## src/rtl/komandara_axi4lite_pkg.sv

```systemverilog
// Shared AXI4-Lite types for the komandara master and slave.
// Response codes and the master FSM encoding live here so both ends agree.
package komandara_axi4lite_pkg;

  typedef enum logic [1:0] {
    AXI_RESP_OKAY   = 2'b00,
    AXI_RESP_EXOKAY = 2'b01,
    AXI_RESP_SLVERR = 2'b10,
    AXI_RESP_DECERR = 2'b11
  } axi_resp_e;

  typedef enum logic [2:0] {
    M_IDLE,
    M_WR_ADDR_DATA,
    M_WR_RESP,
    M_RD_ADDR,
    M_RD_DATA,
    M_RSP
  } axi_master_state_e;

  // SLVERR and DECERR both carry bit 1; EXOKAY is a success.
  function automatic logic resp_is_err(input logic [1:0] resp);
    return resp[1];
  endfunction

endpackage

```

## src/rtl/komandara_axi4lite_master.sv

```systemverilog
// Single-outstanding bridge from a valid/ready load/store port to AXI4-Lite.
// Every output comes straight from a register; nothing combinational reaches a port.
module komandara_axi4lite_master
  import komandara_axi4lite_pkg::*;
#(
  parameter int unsigned ADDR_WIDTH = 32,
  parameter int unsigned DATA_WIDTH = 32,
  parameter logic [2:0]  AXI_PROT   = 3'b000,
  localparam int unsigned STRB_W    = DATA_WIDTH / 8
) (
  input  logic                  clk_i,
  input  logic                  rst_ni,

  input  logic                  req_valid_i,
  output logic                  req_ready_o,
  input  logic                  req_we_i,
  input  logic [ADDR_WIDTH-1:0] req_addr_i,
  input  logic [DATA_WIDTH-1:0] req_wdata_i,
  input  logic [STRB_W-1:0]     req_wstrb_i,

  output logic                  rsp_valid_o,
  input  logic                  rsp_ready_i,
  output logic [DATA_WIDTH-1:0] rsp_rdata_o,
  output logic [1:0]            rsp_resp_o,
  output logic                  rsp_err_o,

  output logic [ADDR_WIDTH-1:0] m_axi_awaddr_o,
  output logic [2:0]            m_axi_awprot_o,
  output logic                  m_axi_awvalid_o,
  input  logic                  m_axi_awready_i,

  output logic [DATA_WIDTH-1:0] m_axi_wdata_o,
  output logic [STRB_W-1:0]     m_axi_wstrb_o,
  output logic                  m_axi_wvalid_o,
  input  logic                  m_axi_wready_i,

  input  logic [1:0]            m_axi_bresp_i,
  input  logic                  m_axi_bvalid_i,
  output logic                  m_axi_bready_o,

  output logic [ADDR_WIDTH-1:0] m_axi_araddr_o,
  output logic [2:0]            m_axi_arprot_o,
  output logic                  m_axi_arvalid_o,
  input  logic                  m_axi_arready_i,

  input  logic [DATA_WIDTH-1:0] m_axi_rdata_i,
  input  logic [1:0]            m_axi_rresp_i,
  input  logic                  m_axi_rvalid_i,
  output logic                  m_axi_rready_o
);

  localparam logic [ADDR_WIDTH-1:0] ADDR_MASK = ~ADDR_WIDTH'(STRB_W - 1);

  axi_master_state_e     state_q;
  logic                  req_ready_q;
  logic [ADDR_WIDTH-1:0] awaddr_q, araddr_q;
  logic [DATA_WIDTH-1:0] wdata_q, rsp_rdata_q;
  logic [STRB_W-1:0]     wstrb_q;
  logic                  awvalid_q, wvalid_q, bready_q, arvalid_q, rready_q;
  logic                  aw_done_q, w_done_q;
  logic                  rsp_valid_q, rsp_err_q;
  axi_resp_e             rsp_resp_q;
  logic                  aw_done_d, w_done_d;

  // AW and W complete independently; the write phase ends once both have.
  assign aw_done_d = aw_done_q | (awvalid_q & m_axi_awready_i);
  assign w_done_d  = w_done_q  | (wvalid_q  & m_axi_wready_i);

  always_ff @(posedge clk_i or negedge rst_ni) begin
    if (!rst_ni) begin
      state_q     <= M_IDLE;
      req_ready_q <= 1'b0;
      awaddr_q    <= '0;
      araddr_q    <= '0;
      wdata_q     <= '0;
      wstrb_q     <= '0;
      awvalid_q   <= 1'b0;
      wvalid_q    <= 1'b0;
      bready_q    <= 1'b0;
      arvalid_q   <= 1'b0;
      rready_q    <= 1'b0;
      aw_done_q   <= 1'b0;
      w_done_q    <= 1'b0;
      rsp_valid_q <= 1'b0;
      rsp_rdata_q <= '0;
      rsp_resp_q  <= AXI_RESP_OKAY;
      rsp_err_q   <= 1'b0;
    end else begin
      unique case (state_q)
        M_IDLE: begin
          req_ready_q <= 1'b1;
          if (req_valid_i && req_ready_q) begin
            req_ready_q <= 1'b0;
            aw_done_q   <= 1'b0;
            w_done_q    <= 1'b0;
            if (req_we_i) begin
              awaddr_q  <= req_addr_i & ADDR_MASK;
              wdata_q   <= req_wdata_i;
              wstrb_q   <= req_wstrb_i;
              awvalid_q <= 1'b1;
              wvalid_q  <= 1'b1;
              state_q   <= M_WR_ADDR_DATA;
            end else begin
              araddr_q  <= req_addr_i & ADDR_MASK;
              arvalid_q <= 1'b1;
              state_q   <= M_RD_ADDR;
            end
          end
        end
        M_WR_ADDR_DATA: begin
          aw_done_q <= aw_done_d;
          w_done_q  <= w_done_d;
          if (m_axi_awready_i) awvalid_q <= 1'b0;
          if (m_axi_wready_i)  wvalid_q  <= 1'b0;
          if (aw_done_d && w_done_d) begin
            bready_q <= 1'b1;
            state_q  <= M_WR_RESP;
          end
        end
        M_WR_RESP: begin
          if (m_axi_bvalid_i && bready_q) begin
            bready_q    <= 1'b0;
            rsp_rdata_q <= '0;
            rsp_resp_q  <= axi_resp_e'(m_axi_bresp_i);
            rsp_err_q   <= resp_is_err(m_axi_bresp_i);
            rsp_valid_q <= 1'b1;
            state_q     <= M_RSP;
          end
        end
        M_RD_ADDR: begin
          if (arvalid_q && m_axi_arready_i) begin
            arvalid_q <= 1'b0;
            rready_q  <= 1'b1;
            state_q   <= M_RD_DATA;
          end
        end
        M_RD_DATA: begin
          if (m_axi_rvalid_i && rready_q) begin
            rready_q    <= 1'b0;
            rsp_rdata_q <= m_axi_rdata_i;
            rsp_resp_q  <= axi_resp_e'(m_axi_rresp_i);
            rsp_err_q   <= resp_is_err(m_axi_rresp_i);
            rsp_valid_q <= 1'b1;
            state_q     <= M_RSP;
          end
        end
        M_RSP: begin
          // Ready returns with the IDLE state so request and response never overlap.
          if (rsp_ready_i) begin
            rsp_valid_q <= 1'b0;
            req_ready_q <= 1'b1;
            state_q     <= M_IDLE;
          end
        end
        default: state_q <= M_IDLE;
      endcase
    end
  end

  assign req_ready_o     = req_ready_q;
  assign rsp_valid_o     = rsp_valid_q;
  assign rsp_rdata_o     = rsp_rdata_q;
  assign rsp_resp_o      = rsp_resp_q;
  assign rsp_err_o       = rsp_err_q;
  assign m_axi_awaddr_o  = awaddr_q;
  assign m_axi_awprot_o  = AXI_PROT;
  assign m_axi_awvalid_o = awvalid_q;
  assign m_axi_wdata_o   = wdata_q;
  assign m_axi_wstrb_o   = wstrb_q;
  assign m_axi_wvalid_o  = wvalid_q;
  assign m_axi_bready_o  = bready_q;
  assign m_axi_araddr_o  = araddr_q;
  assign m_axi_arprot_o  = AXI_PROT;
  assign m_axi_arvalid_o = arvalid_q;
  assign m_axi_rready_o  = rready_q;

endmodule

```

## config.mk

```make
export PLATFORM = sky130hd
export DESIGN_NAME = komandara_axi4lite_master
export DESIGN_NICKNAME = d
export VERILOG_FILES = /design/src/rtl/komandara_axi4lite_pkg.sv /design/src/rtl/komandara_axi4lite_master.sv
export SDC_FILE = /design/constraint.sdc
export NUM_CORES = 1
export LEC_CHECK = 0
export BUFFER_PORTS_ARGS = -buffer_cell sky130_fd_sc_hd__buf_2
export CAP_MARGIN = 20
export CORE_MARGIN = 3
export CORE_UTILIZATION = 25
export CTS_CLUSTER_SIZE = 40
export DETAILED_ROUTE_END_ITERATION = 7
export SLEW_MARGIN = 0
export SYNTH_ARGS = -nofsm -noshare
export SYNTH_HDL_FRONTEND = slang
export SYNTH_SLANG_ARGS = --single-unit
```

## constraint.sdc

```tcl
create_clock -name clk_i -period 2.3 [get_ports clk_i]
set_input_delay 0.115 -clock clk_i [delete_from_list [all_inputs] [get_ports clk_i]]
set_output_delay 0.115 -clock clk_i [all_outputs]
set_load 0.01 [all_outputs]
```

Word-level counts from Yosys, hierarchy flattened
Index checks and enable logic that the tools add are counted.
- equality and inequality tests: 15
- mux-type cells: 43
- bitwise logic cells: 5
- reduce and logical (&&, ||, !) cells: 25
- operators with widths (cell ; count):
    two-way mux 32 bit ; 2
    one-hot mux 32 bit (2 select lines) ; 1
    != test 2 bit (second input constant) ; 10
    two-way mux 1 bit ; 19
    two-way mux 3 bit ; 6
    one-hot mux 1 bit (2 select lines) ; 9
    one-hot mux 3 bit (6 select lines) ; 1
    AND reduction 4 bit ; 4
    AND reduction 3 bit ; 5
    nonzero test 2 bit ; 6
    == test 3 x 2 -> 1 bit (second input constant) ; 2
    == test 3 bit (second input constant) ; 2
    two-way mux 2 bit ; 3
    AND reduction 6 bit ; 1
    logical AND 1 bit ; 5
    one-hot mux 2 bit (2 select lines) ; 1
    AND reduction 2 bit ; 2
    == test 3 x 1 -> 1 bit (second input constant) ; 1
    zero test 3 bit ; 1
    one-hot mux 1 bit (3 select lines) ; 1
    nonzero test 3 bit ; 1
    bitwise AND 1 bit ; 2
    bitwise OR 1 bit ; 2
    NOT 1 bit ; 1
- register bits: 143
- input port bits: 114
- output and inout bits: 148
- logic and storage cells: 105

Depth between registers and ports, before layout
Gate-level depths: netlist (run 1).
- word-level depth: 5
- depth in mapped cells: 6
- depth with buffers taken out: 3

Worst setup path before layout (run 1)
Ideal clock, no wire load.
- path kind: reg2reg
- start point: register state_q[2]
- end point: register awaddr_q[10], in the netlist m_axi_awaddr_o[10]
- library setup time: 0.125 ns
- arrival: 1.506 ns
- data required time: 2.175 ns
- path slack: 0.669 ns
- cell stages (with the launch flop): 6
- buffers on the path: 2
- clock period less this slack: 1.631 ns
- cell sequence: dfrtp_1 nor4b_4 nand3_1 buf_4 buf_6 mux2_4
- word-level cells in the longest chain between the ends: 2
- ends and longest elaborated chain (item ; line ; text):
    from (decl) ; komandara_axi4lite_master.sv:54 ; axi_master_state_e state_q;
    from (signal assigned) ; komandara_axi4lite_master.sv:71 ; state_q <= M_IDLE;
    from (signal assigned) ; komandara_axi4lite_master.sv:102 ; state_q <= M_WR_ADDR_DATA;
    from (signal assigned) ; komandara_axi4lite_master.sv:106 ; state_q <= M_RD_ADDR;
    zero test 3 bit ; komandara_axi4lite_master.sv:89 ; unique case (state_q)
    AND reduction 3 bit (no line) ; -- ;
    to (signal assigned) ; komandara_axi4lite_master.sv:97 ; awaddr_q <= req_addr_i & ADDR_MASK;
    to (decl) ; komandara_axi4lite_master.sv:56 ; logic [ADDR_WIDTH-1:0] awaddr_q, araddr_q;
No other way between the ends.
A chain may end at the register's enable or synchronous reset.

Worst setup path in the final report (run 1)
- start point: register state_q[1]
- end point: register araddr_q[11], in the netlist m_axi_araddr_o[11]
- word-level cells in the longest chain between the ends: 2
- ends and longest elaborated chain (item ; line ; text):
    zero test 3 bit ; komandara_axi4lite_master.sv:89 ;
    AND reduction 3 bit (no line) ; -- ;
    to (signal assigned) ; komandara_axi4lite_master.sv:104 ; araddr_q <= req_addr_i & ADDR_MASK;
    to (decl) ; komandara_axi4lite_master.sv:56 ;
No other way between the ends.

==> results.md, run 1 <==
- Status: complete, no violations
- Synth Instances: ~360
- Area growth, synth to finish: 55.1%
- Number of gates resized after CTS: 0
- Switching power: between 0.001 and 0.0015 W
- Int Power: about 0.0043 W
- Final worst slack: about 0.28 ns
- Clock sink count: approximately 140
- Fin cells: about 1,000
- Yosys top cell area share: 0.609
- Yosys Warn Count: 0
- CP Capture Type: flip-flop
- Final Hold Viols: 0
- Worst hold endpoint: m_axi_bready_o
- Die W: about 160 µm
- Crit Path Class: reg2reg
- Clock transition at the registers of the reported paths: 0.06 ns
- Boundary Pins: between 200 and 300
- Pwr per Cell Area: approximately 620 mW/mm²
- Cell Chain, Critical Path: nand4bb_1, or3_2, buf_4, mux2_4
- Routing usage on met3: 0.0326
- Final WL: approximately 16,000 µm
- Maximum VDD drop: 0.000388 V
- Nets: 835
- GR Overflow Total: 0
- RR Endpoint: m_axi_araddr_o[11]
- Hold slack: about 0.052 ns
- CTS tree: done
- Port Buf Inserts: roughly 250
- Largest cells by area after synthesis: dfrtp_1 61%, mux2_4 18%, mux2_2 6.0%, a22o_1 4.8%, buf_4 1.5%
- CORE AREA: approximately 0.023 mm²
- Total power: 0.00564 W
- Iter 0 DRT Violations: around 150
- Synth Area in XOR/XNOR: 0
- Final Max Slew Viols: 0
- Worst Hold Class: in2reg
- Pleak: between 5 and 6 nW
- Vias: approximately 4,300
- Post-Syn Area: just under 0.006 mm²
- DRC viols: 0
- Multiplexer share of the synthesized area: 0.239
- Layout cells sized above 1: 0.544
- Global route hottest layer: met2
- RSZ-0062 raised after global routing: false
- Most frequent cell after synthesis: dfrtp_1
- Setup_tns: 0 ns
- Slowest stage cell on the critical path: dfrtp_1
- R2R Setup Slk: approximately 0.28 ns
- Vias in the first global route: 4,592
- CTS Root Cell: clkbuf_16
- Die area: between 0.02 and 0.03 mm²
- DP HPWL: ~10,000 µm
- Main synth FF type: dfrtp_1
- Yosys reg bits: roughly 140
- Total track usage: 0.125
- Post-DRT Antenna Nets: 0
- Hold Path Origin: m_axi_bvalid_i
- Hold path cells: 4
- Crit path time final: around 2.0 ns
- Largest net degree at the start of global routing: 83
- EDFF count, synth: 0
- # setup viols final: 0
- CTS H-tree lvls: 4
- Worst path required time: about 2.6 ns
- Max cap viols: 0
- Top cells by count, synth: 142 x dfrtp_1, 69 x mux2_4, 32 x a22o_1
- Compound-cell area share of the yosys netlist: 0.0783
- Initial antenna violation count: 1
- Sequential group share of total power: 0.443
- Worst reg2reg path depth: 4
- Chip Height: roughly 160 µm
- Cell taking the most area after synthesis: dfrtp_1
- Yosys cell types: 39
- Reg-to-reg startpoint: state_q[1]
- Post-Synth Simple-Gate Area: 0.0296
- Syn avg cell area: approximately 16 µm²
- Clk pwr share: 0.501
- Async set-reset flop share out of synthesis: 1.00
- Startpoint Class: flip-flop
- Final Skew: ~0.010 ns
- Clock insertion delay at the later pin of the skew report: 0.41 ns
- Row count: 55
- Starting density of the core: 0.256
- Largest family of logic cells by synthesized area: multiplexers
- F_max: slightly below 500 MHz
- Max clock buf depth: 2
- CP max FO: 21
- Sequential fraction of the synthesis area: 0.609
- Met1 Use GR: 0.154
- Initial DRT Pass Iterations: 4
- Critical Path Max Stage Delay: about 0.54 ns
- M2 GR Usage: 0.210
- First-pass GRT wire length: between 20,000 and 30,000 µm
- Period Utilization, post-route: 0.880
- Sw Ratio: 0.233
- WP data arrival: approximately 2.3 ns
- Vias per inst: 4.11
- Comb pwr share: 0.056
- Synth Area in Adders: 0
- Gp weighted congestion: 0.755
- Pre-CTS setup slack: between 0.2 and 0.3 ns
- Cts bufs inserted: 17
- Drt wl/cell: between 10 and 15 µm
- Placed insts: a little over 900
## how the worst max path moves through the flow
stage	start	to	slack, ns	cells after the start
2_1_floorplan	state_q[2]	m_axi_awaddr_o[10]	0.67	5
3_3_place_gp	state_q[1]	m_axi_araddr_o[2]	0.31	4
3_5_place_dp	state_q[1]	m_axi_araddr_o[16]	0.29	4
4_1_cts	state_q[1]	m_axi_araddr_o[16]	0.28	4
5_1_grt	state_q[1]	m_axi_araddr_o[9]	0.18	4
6_report	state_q[1]	m_axi_araddr_o[11]	0.28	4
## critical path: cells and delay by family, from the launching register on
kind | cells | cell delay [ns]
AND/OR/NAND/NOR | 2 | 0.72
flip-flops | 1 | 0.54
multiplexers | 1 | 0.34
buffers and inverters | 1 | 0.28
## layer usage
metal | share of wire | vias to the layer above | routed length [µm]
met5 | 0 | - | 0
met4 | 0.023 | 0 | 365
met3 | 0.051 | 20 | 790
met2 | 0.49 | 146 | 7640
met1 | 0.44 | 2121 | 6840
li1 | - | 2017 | -
## area by class of cell
type | count | area [µm²]
fill | 2147 | 13700
antenna | 1 | 2.50
clock inverter | 15 | 175
multi-input combinational | 194 | 2080
tap | 313 | 392
timing repair buffer | 362 | 2400
inverter | 4 | 15.0
sequential | 142 | 3550
clock buffer | 17 | 425
## logic make-up (layout without fill, tap and decap cells)
family / after synthesis / after routing
DFF: 142 / 142
and+or+nand+nor: 25 / 25
muxes: 101 / 101
other: 1 / 11
AOI/OAI and AO/OA: 58 / 58
buffers and inverters: 37 / 398
## power groups by stage
stage / Clock, W / Sequential, W / Combinational (W)
finish: 0.00283 / 0.00250 / 0.000313
global route: 0.00304 / 0.00249 / 0.000347
CTS: 0.00294 / 0.00250 / 0.000318
detailed placement: 0 / 0.00254 / 0.000181
global placement: 0 / 0.00254 / 0.000178
floorplan: 0 / 0.00254 / 0.0000263
## through the flow
stage	cell area, µm²	util
CTS	9040	0.397
floorplan	5870	-
global route	9040	0.397
global placement	7430	0.326
detailed placement	7430	0.326
finish	9040	0.397
## repair_timing
item / 4_1_cts / 5_1_grt
hold buffers: 101 / 0
endpoints found under the hold margin: 272 / 0
setup buffers: 0 / 0
## sequential cells by signal, summed over array words and instances, names as in the netlist, 2 cells and up
name	cells
m_axi_araddr_o	30
m_axi_awaddr_o	30
m_axi_wdata_o	32
m_axi_wstrb_o	4
rsp_rdata_o	32
rsp_resp_o	2
state_q	3
## cell usage in the layout (no fill, tap or decap), drive strengths merged, types with 3 or more instances in the layout
cell,Yosys,routed
buf,30,261
dfrtp,142,142
dlygate4sd3,0,101
mux2,100,100
a22o,32,32
clkbuf,3,17
inv,4,11
conb,1,10
a21oi,9,9
clkinvlp,0,5
nand3b,3,3
nand2,3,3
a31oi,3,3
(Power assumes the default switching activity.)
==> run 2, diff against run 1 <==
--- a/config.mk
+++ b/config.mk
@@ -11,6 +11,7 @@
 export CORE_UTILIZATION = 25
 export CTS_CLUSTER_SIZE = 40
 export DETAILED_ROUTE_END_ITERATION = 7
+export REMOVE_ABC_BUFFERS = 1
 export SLEW_MARGIN = 0
 export SYNTH_ARGS = -nofsm -noshare
 export SYNTH_HDL_FRONTEND = slang
==> run 2 against run 1 <==
  * Combinational power up 1%
  * Highest routed layer unchanged
  * Largest power group unchanged
  * Cell area down 0.47%
  * Critical endpoint is now rsp_resp_o[1]
  * First-iteration DRC count up 19%
  * Critical path type unchanged
  * Non-clock buffer count up 2
  * Die area unchanged
  * Setup slack better by 0.080 ns
==> results.md, run 2 (synthesis results as in run 1) <==
- Hold path cells: 4 (unchanged)
- Final Max Slew Viols: 0 (unchanged)
- Initial DRT Pass Iterations: 4 (unchanged)
- F_max: 515 MHz (+4.1%)
- Cts bufs inserted: 17 (unchanged)
- Starting density of the core: 0.256 (unchanged)
- RR Endpoint: rsp_resp_o[1]
- Period Utilization, post-route: 0.845 (-0.0347)
- Sequential group share of total power: 0.465 (+0.022)
- Startpoint Class: flip-flop
- Vias per inst: 4.16 (+1.3%)
- Final Hold Viols: 0 (unchanged)
- CTS H-tree lvls: 4 (unchanged)
- Row count: 55 (unchanged)
- Area growth, synth to finish: 54.3%
- Max clock buf depth: 2 (unchanged)
- CTS Root Cell: clkbuf_16
- Gp weighted congestion: 0.729 (-3.5%)
- Total power: 0.00537 W (-4.7%)
- Boundary Pins: 262 (unchanged)
- Switching power: 0.00115 W (-12%)
- Clock transition at the registers of the reported paths: 0.06 ns (about the same)
- Chip Height: 159 µm (unchanged)
- Layout cells sized above 1: 0.538 (-0.00545)
- Hold Path Origin: m_axi_bvalid_i
- Worst Hold Class: in2reg
- Final WL: 15,900 µm (+2.0%)
- Clock sink count: 142 (unchanged)
- Met1 Use GR: 0.161 (+0.00700)
- # setup viols final: 0 (unchanged)
- Commonest non-fill, non-tap cells in the layout: 248 x buf_2, 142 x dfrtp_1, 101 x dlygate4sd3_1, 69 x mux2_4, 32 x a22o_1
- Number of gates resized after CTS: 0 (unchanged)
- Initial antenna violation count: 0 (-1)
- Inserted Diodes: 0 (-1)
- Commonest non-fill, non-tap cell in the layout: buf_2
- Slew margin rel.: 0.653
- M2 GR Usage: 0.206 (-0.00470)
- WP data arrival: 2.23 ns (-0.08 ns)
- Drt wl/cell: 15.2 µm (+2.1%)
- Pwr per Cell Area: 597 mW/mm² (-4.3%)
- CTS tree: done
- Comb pwr share: 0.059 (+0.003)
- Die area: 0.0252 mm² (unchanged)
- Crit path time final: 1.94 ns (-0.0798 ns)
- Post-CTS Hold Fix Bufs: 101 (unchanged)
- Worst path required time: 2.59 ns (about the same)
- Worst reg2reg path depth: 4 (unchanged)
- Status: complete, no violations
- CP bufs+invs: 1 (unchanged)
- CP max FO: 9 (-57%)
- Port Buf Inserts: 249 (unchanged)
- Total track usage: 0.126 (+0.00103)
- Worst hold endpoint: m_axi_bready_o
- Worst Max-Slew Pin Slew: 0.519 ns
- Max cap viols: 0 (unchanged)
- Post-DRT Antenna Nets: 0 (unchanged)
- Reg-to-reg startpoint: state_q[2]
- Clk pwr share: 0.476 (-0.025)
- DRC viols: 0 (unchanged)
- Setup_tns: 0 ns (unchanged)
- Cell Chain, Critical Path: buf_4, nor3b_1, mux2_2, mux2_2
- Crit Path Class: reg2reg
- CP Capture Type: flip-flop
- Largest net degree at the start of global routing: 64 (-23%)
- R2R Setup Slk: 0.36 ns (+0.08 ns)
- Sw Ratio: 0.215 (-0.0180)
- Critical Path Max Stage Delay: 0.50 ns (-0.04 ns)
- Vias in the first global route: 4,740 (+3.2%)
- Post-CTS setup buffer count: 0 (unchanged)
- CP dominant cell by count: mux2_2
- Iter 0 DRT Violations: 181 (+19%)
- Die W: 159 µm (unchanged)
- Slowest stage cell on the critical path: dfrtp_1
- Routing usage on met3: 0.0321 (-0.000522)
- First-pass GRT wire length: 25,600 µm (+1.5%)
- Clock insertion delay at the later pin of the skew report: 0.41 ns (about the same)
- RSZ-0062 raised after global routing: false
- Final Skew: 0.0107 ns (+0.000223 ns)
- Int Power: 0.00422 W (-2.5%)
- DP HPWL: 10,300 µm (about the same)
- Global route hottest layer: met2
- Vias: 4,355 (+1.2%)
- Nets: 837 (+0.24%)
- Maximum VDD drop: 0.000368 V (-5.2%)
- CORE AREA: 0.0228 mm² (unchanged)
- GR Overflow Total: 0 (unchanged)
- Pleak: 5.08 nW (about the same)
- Crit-path leading delay family: multiplexers
run 2: through the flow:
| stage | setup WS [ns] | std cells | cell area (µm²) | hold WS, ns | util |
|---|---|---|---|---|---|
| 2_1_floorplan | -1.71 | 340 | 5630 | -0.181 | - |
| 3_3_place_gp | 0.428 | 916 | 7460 | 0.0883 | 0.327 |
| 3_5_place_dp | 0.378 | 916 | 7460 | 0.0873 | 0.327 |
| 4_1_cts | 0.366 | 1047 | 9000 | 0.0117 | 0.395 |
| 5_1_grt | 0.272 | 1047 | 9000 | 0.0361 | 0.395 |
| 6_report | 0.357 | 1047 | 9000 | 0.0392 | 0.395 |
run 2: worst max-delay path by stage:
stage               start                  to  slack, ns  depth (start not counted)
2_1_floorplan  state_q[2]  m_axi_awaddr_o[31]      -1.71                          3
5_1_grt        state_q[2]       rsp_resp_o[1]       0.27                          4
4_1_cts        state_q[2]       rsp_resp_o[1]       0.37                          4
3_5_place_dp   state_q[2]       rsp_resp_o[1]       0.38                          4
3_3_place_gp   state_q[2]   m_axi_wdata_o[31]       0.43                          4
6_report       state_q[2]       rsp_resp_o[1]       0.36                          4
run 2: cell type report:
cell class / count / area [µm²]
Clock inverter: 7 / 65.1
Clock buffer: 23 / 468
Inverter: 4 / 15.0
Sequential cell: 142 / 3550
Fill cell: 2175 / 13800
Timing Repair Buffer: 364 / 2430
Multi-Input combinational cell: 194 / 2080
Tap cell: 313 / 392
run 2: worst reg2reg max path: cells and delay by family, from the launching register on:
kind,cells,cell delay [ns]
AND/OR/NAND/NOR,1,0.46
flip-flops,1,0.50
multiplexers,2,0.65
buffers and inverters,1,0.22
run 2: power groups by stage:
stage	combinational [W]	clock [W]	sequential, W
6_report	0.000317	0.00255	0.00250
2_1_floorplan	0.0000136	0	0.00254
5_1_grt	0.000347	0.00277	0.00250
4_1_cts	0.000317	0.00266	0.00250
3_3_place_gp	0.000178	0	0.00254
3_5_place_dp	0.000181	0	0.00254
run 2: metal layers:
| metal | up-vias | share of wire |
|---|---|---|
| met3 | 19 | 0.057 |
| met2 | 179 | 0.48 |
| met5 | - | 0 |
| li1 | 2020 | - |
| met4 | 0 | 0.017 |
| met1 | 2137 | 0.45 |
==> run 3, diff against run 2 <==
==> constraint.sdc (replaced) <==
create_clock -name clk_i -period 2 [get_ports clk_i]
set_input_delay 0.1 -clock clk_i [delete_from_list [all_inputs] [get_ports clk_i]]
set_output_delay 0.1 -clock clk_i [all_outputs]
set_load 0.01 [all_outputs]
==> run 3 against run 2 <==
  * Final cell count up 0.19%
  * Via count decreased by 0.94%
  * Utilization is 0.53 points higher
  * Highest routed layer unchanged
  * Critical endpoint is now m_axi_araddr_o[17]
  * Sequential share of layout area shrank 0.52 points
  * Flip-flop and latch count stayed put
  * Clock power up 32%
  * Sequential power up 15%
==> results.md, run 3 (synthesis results as in run 1) <==
- Cts bufs inserted: 17 (unchanged)
- Placed insts: 915 (-0.11%)
- Die area: 0.0252 mm² (unchanged)
- Pleak: 5.14 nW (+1.2%)
- Maximum VDD drop: 0.000425 V (+16%)
- M2 GR Usage: 0.205 (about the same)
- Switching power: 0.00134 W (+16%)
- Fillcell total: 2,102 (-3.4%)
- Period Utilization, post-route: 0.942 (+0.0971)
- Global route hottest layer: met2
- Starting density of the core: 0.256 (unchanged)
- Met1 Use GR: 0.154 (-0.00712)
- Largest net degree at the start of global routing: 67 (+4.7%)
- Fin cells: 1,049 (+0.19%)
- Slew margin rel.: 0.666 (+0.0124)
- Final Hold Viols: 0 (unchanged)
- Worst Hold Class: in2reg
- Clock sink count: 142 (unchanged)
- WP data arrival: 2.17 ns (-0.06 ns)
- Inserted Diodes: 0 (unchanged)
- Comb pwr share: 0.056 (-0.003)
- Status: complete, no violations
- RSZ-0062 raised after global routing: false
- Vias in the first global route: 4,681 (-1.2%)
- Crit Path Class: reg2reg
- Sw Ratio: 0.203 (-0.0116)
- Number of gates resized after CTS: 0 (unchanged)
- Gp weighted congestion: 0.733 (+0.59%)
- Area of the multi-input gates: 0.00208 mm² (unchanged)
- Sequential group share of total power: 0.435 (-0.030)
- Boundary Pins: 262 (unchanged)
- Int Power: 0.00527 W (+25%)
- DP HPWL: 9920 µm (-3.7%)
- # setup viols final: 0 (unchanged)
- Vias per inst: 4.11 (-1.1%)
- Vias: 4,314 (-0.94%)
- Port Buf Inserts: 249 (unchanged)
- Commonest non-fill, non-tap cells in the layout: 248 x buf_2, 142 x dfrtp_1, 102 x dlygate4sd3_1, 69 x mux2_4, 32 x a22o_1
- Initial DRT Pass Iterations: 4 (unchanged)
- Register area: 0.00355 mm² (unchanged)
- Final Skew: 0.00908 ns (-0.00158 ns)
- Worst Max-Slew Pin Slew: 0.502 ns (-0.0174 ns)
- Startpoint Class: flip-flop
- Clock insertion delay at the later pin of the skew report: 0.40 ns (about the same)
- Chip Height: 159 µm (unchanged)
- DRC viols: 0 (unchanged)
- Area growth, synth to finish: 56.4%
- CTS H-tree lvls: 4 (unchanged)
- Post-DRT Antenna Nets: 0 (unchanged)
- Routing usage on met3: 0.0347 (+0.00261)
- CP max FO: 31 (+22)
- Final Max Slew Viols: 0 (unchanged)
- Total track usage: 0.124 (-0.00174)
- CP Capture Type: flip-flop
- Layout cells sized above 1: 0.542 (+0.00397)
- First-pass GRT wire length: 25,400 µm (-0.83%)
- Die W: 159 µm (unchanged)
- CORE AREA: 0.0228 mm² (unchanged)
- GR Overflow Total: 0 (unchanged)
- Clock transition at the registers of the reported paths: 0.06 ns (about the same)
- Clk pwr share: 0.509 (+0.033)
- F_max: 531 MHz (+3.2%)
- Max cap viols: 0 (unchanged)
- Hold slack: 0.0567 ns (+0.0176 ns)
- Row count: 55 (unchanged)
- Commonest non-fill, non-tap cell in the layout: buf_2
- Drt wl/cell: 14.8 µm (-3.0%)
- Final WL: 15,500 µm (-2.8%)
- Max clock buf depth: 2 (unchanged)
- Pwr per Cell Area: 725 mW/mm² (+22%)
- Initial antenna violation count: 0 (unchanged)
- CTS Root Cell: clkbuf_16
- CTS tree: done
- Iter 0 DRT Violations: 209 (+15%)
- Crit path time final: 1.88 ns (-0.0593 ns)
- Worst path required time: 2.29 ns (-0.30 ns)
- Nets: 837 (unchanged)
[run 3: cell type report]
class,count,area share
Multi-Input combinational cell,194,0.228
Clock buffer,24,0.0561
Clock inverter,8,0.0139
Inverter,4,0.00165
Tap cell,313,0.0429
Sequential cell,142,0.390
Timing Repair Buffer,364,0.268
[run 3: metrics by stage]
| step | worst slack, ns | total power [W] | area, µm² | TNS [ns] | util |
|---|---|---|---|---|---|
| 2_1_floorplan | -2.01 | 0.00294 | 5630 | -140.89 | - |
| 3_3_place_gp | 0.157 | 0.00314 | 7460 | 0 | 0.328 |
| 3_5_place_dp | 0.123 | 0.00314 | 7460 | 0 | 0.328 |
| 4_1_cts | 0.115 | 0.00674 | 9120 | 0 | 0.400 |
| 5_1_grt | 0.0693 | 0.00689 | 9120 | 0 | 0.400 |
| 6_report | 0.116 | 0.00661 | 9120 | 0 | 0.400 |
[run 3: path summary, 6_finish.rpt]
path | start | to | slack (ns) | depth (start not counted)
max | state_q[2] | m_axi_araddr_o[17] | 0.12 | 4
min | m_axi_bresp_i[0] | rsp_resp_o[0] | 0.06 | 3
max reg2reg | state_q[2] | m_axi_araddr_o[17] | 0.12 | 4
min reg2reg | rsp_rdata_o[19] | rsp_rdata_o[19] | 0.50 | 1
max in group asynchronous | rst_ni | rsp_rdata_o[10] | 1.18 | 3
min in group asynchronous | rst_ni | m_axi_araddr_o[15] | 0.21 | 2
[run 3: what timing repair did]
action	4_1_cts	5_1_grt
buffers inserted	0	0
hold endpoints to repair	176	0
hold buffers	102	0
[run 3: power groups by stage]
stage	logic [W]	registers (W)	clock network [W]
CTS	0.000371	0.00287	0.00349
finish	0.000369	0.00287	0.00337
global placement	0.000211	0.00293	0
detailed placement	0.000213	0.00293	0
floorplan	0.0000157	0.00293	0
global route	0.000409	0.00287	0.00361
[run 3: critical path, cell delays in order, from the launching register on]
cell       delay, ns
dfrtp_1         0.49
nand4bb_1       0.25
or3_2           0.46
buf_12          0.20
mux2_4          0.32
[run 3: metal layers]
metal | vias to the layer above | part of all wire
met5 | - | 0
met4 | 0 | 0.020
met3 | 18 | 0.062
met2 | 176 | 0.47
met1 | 2101 | 0.44
li1 | 2019 | -
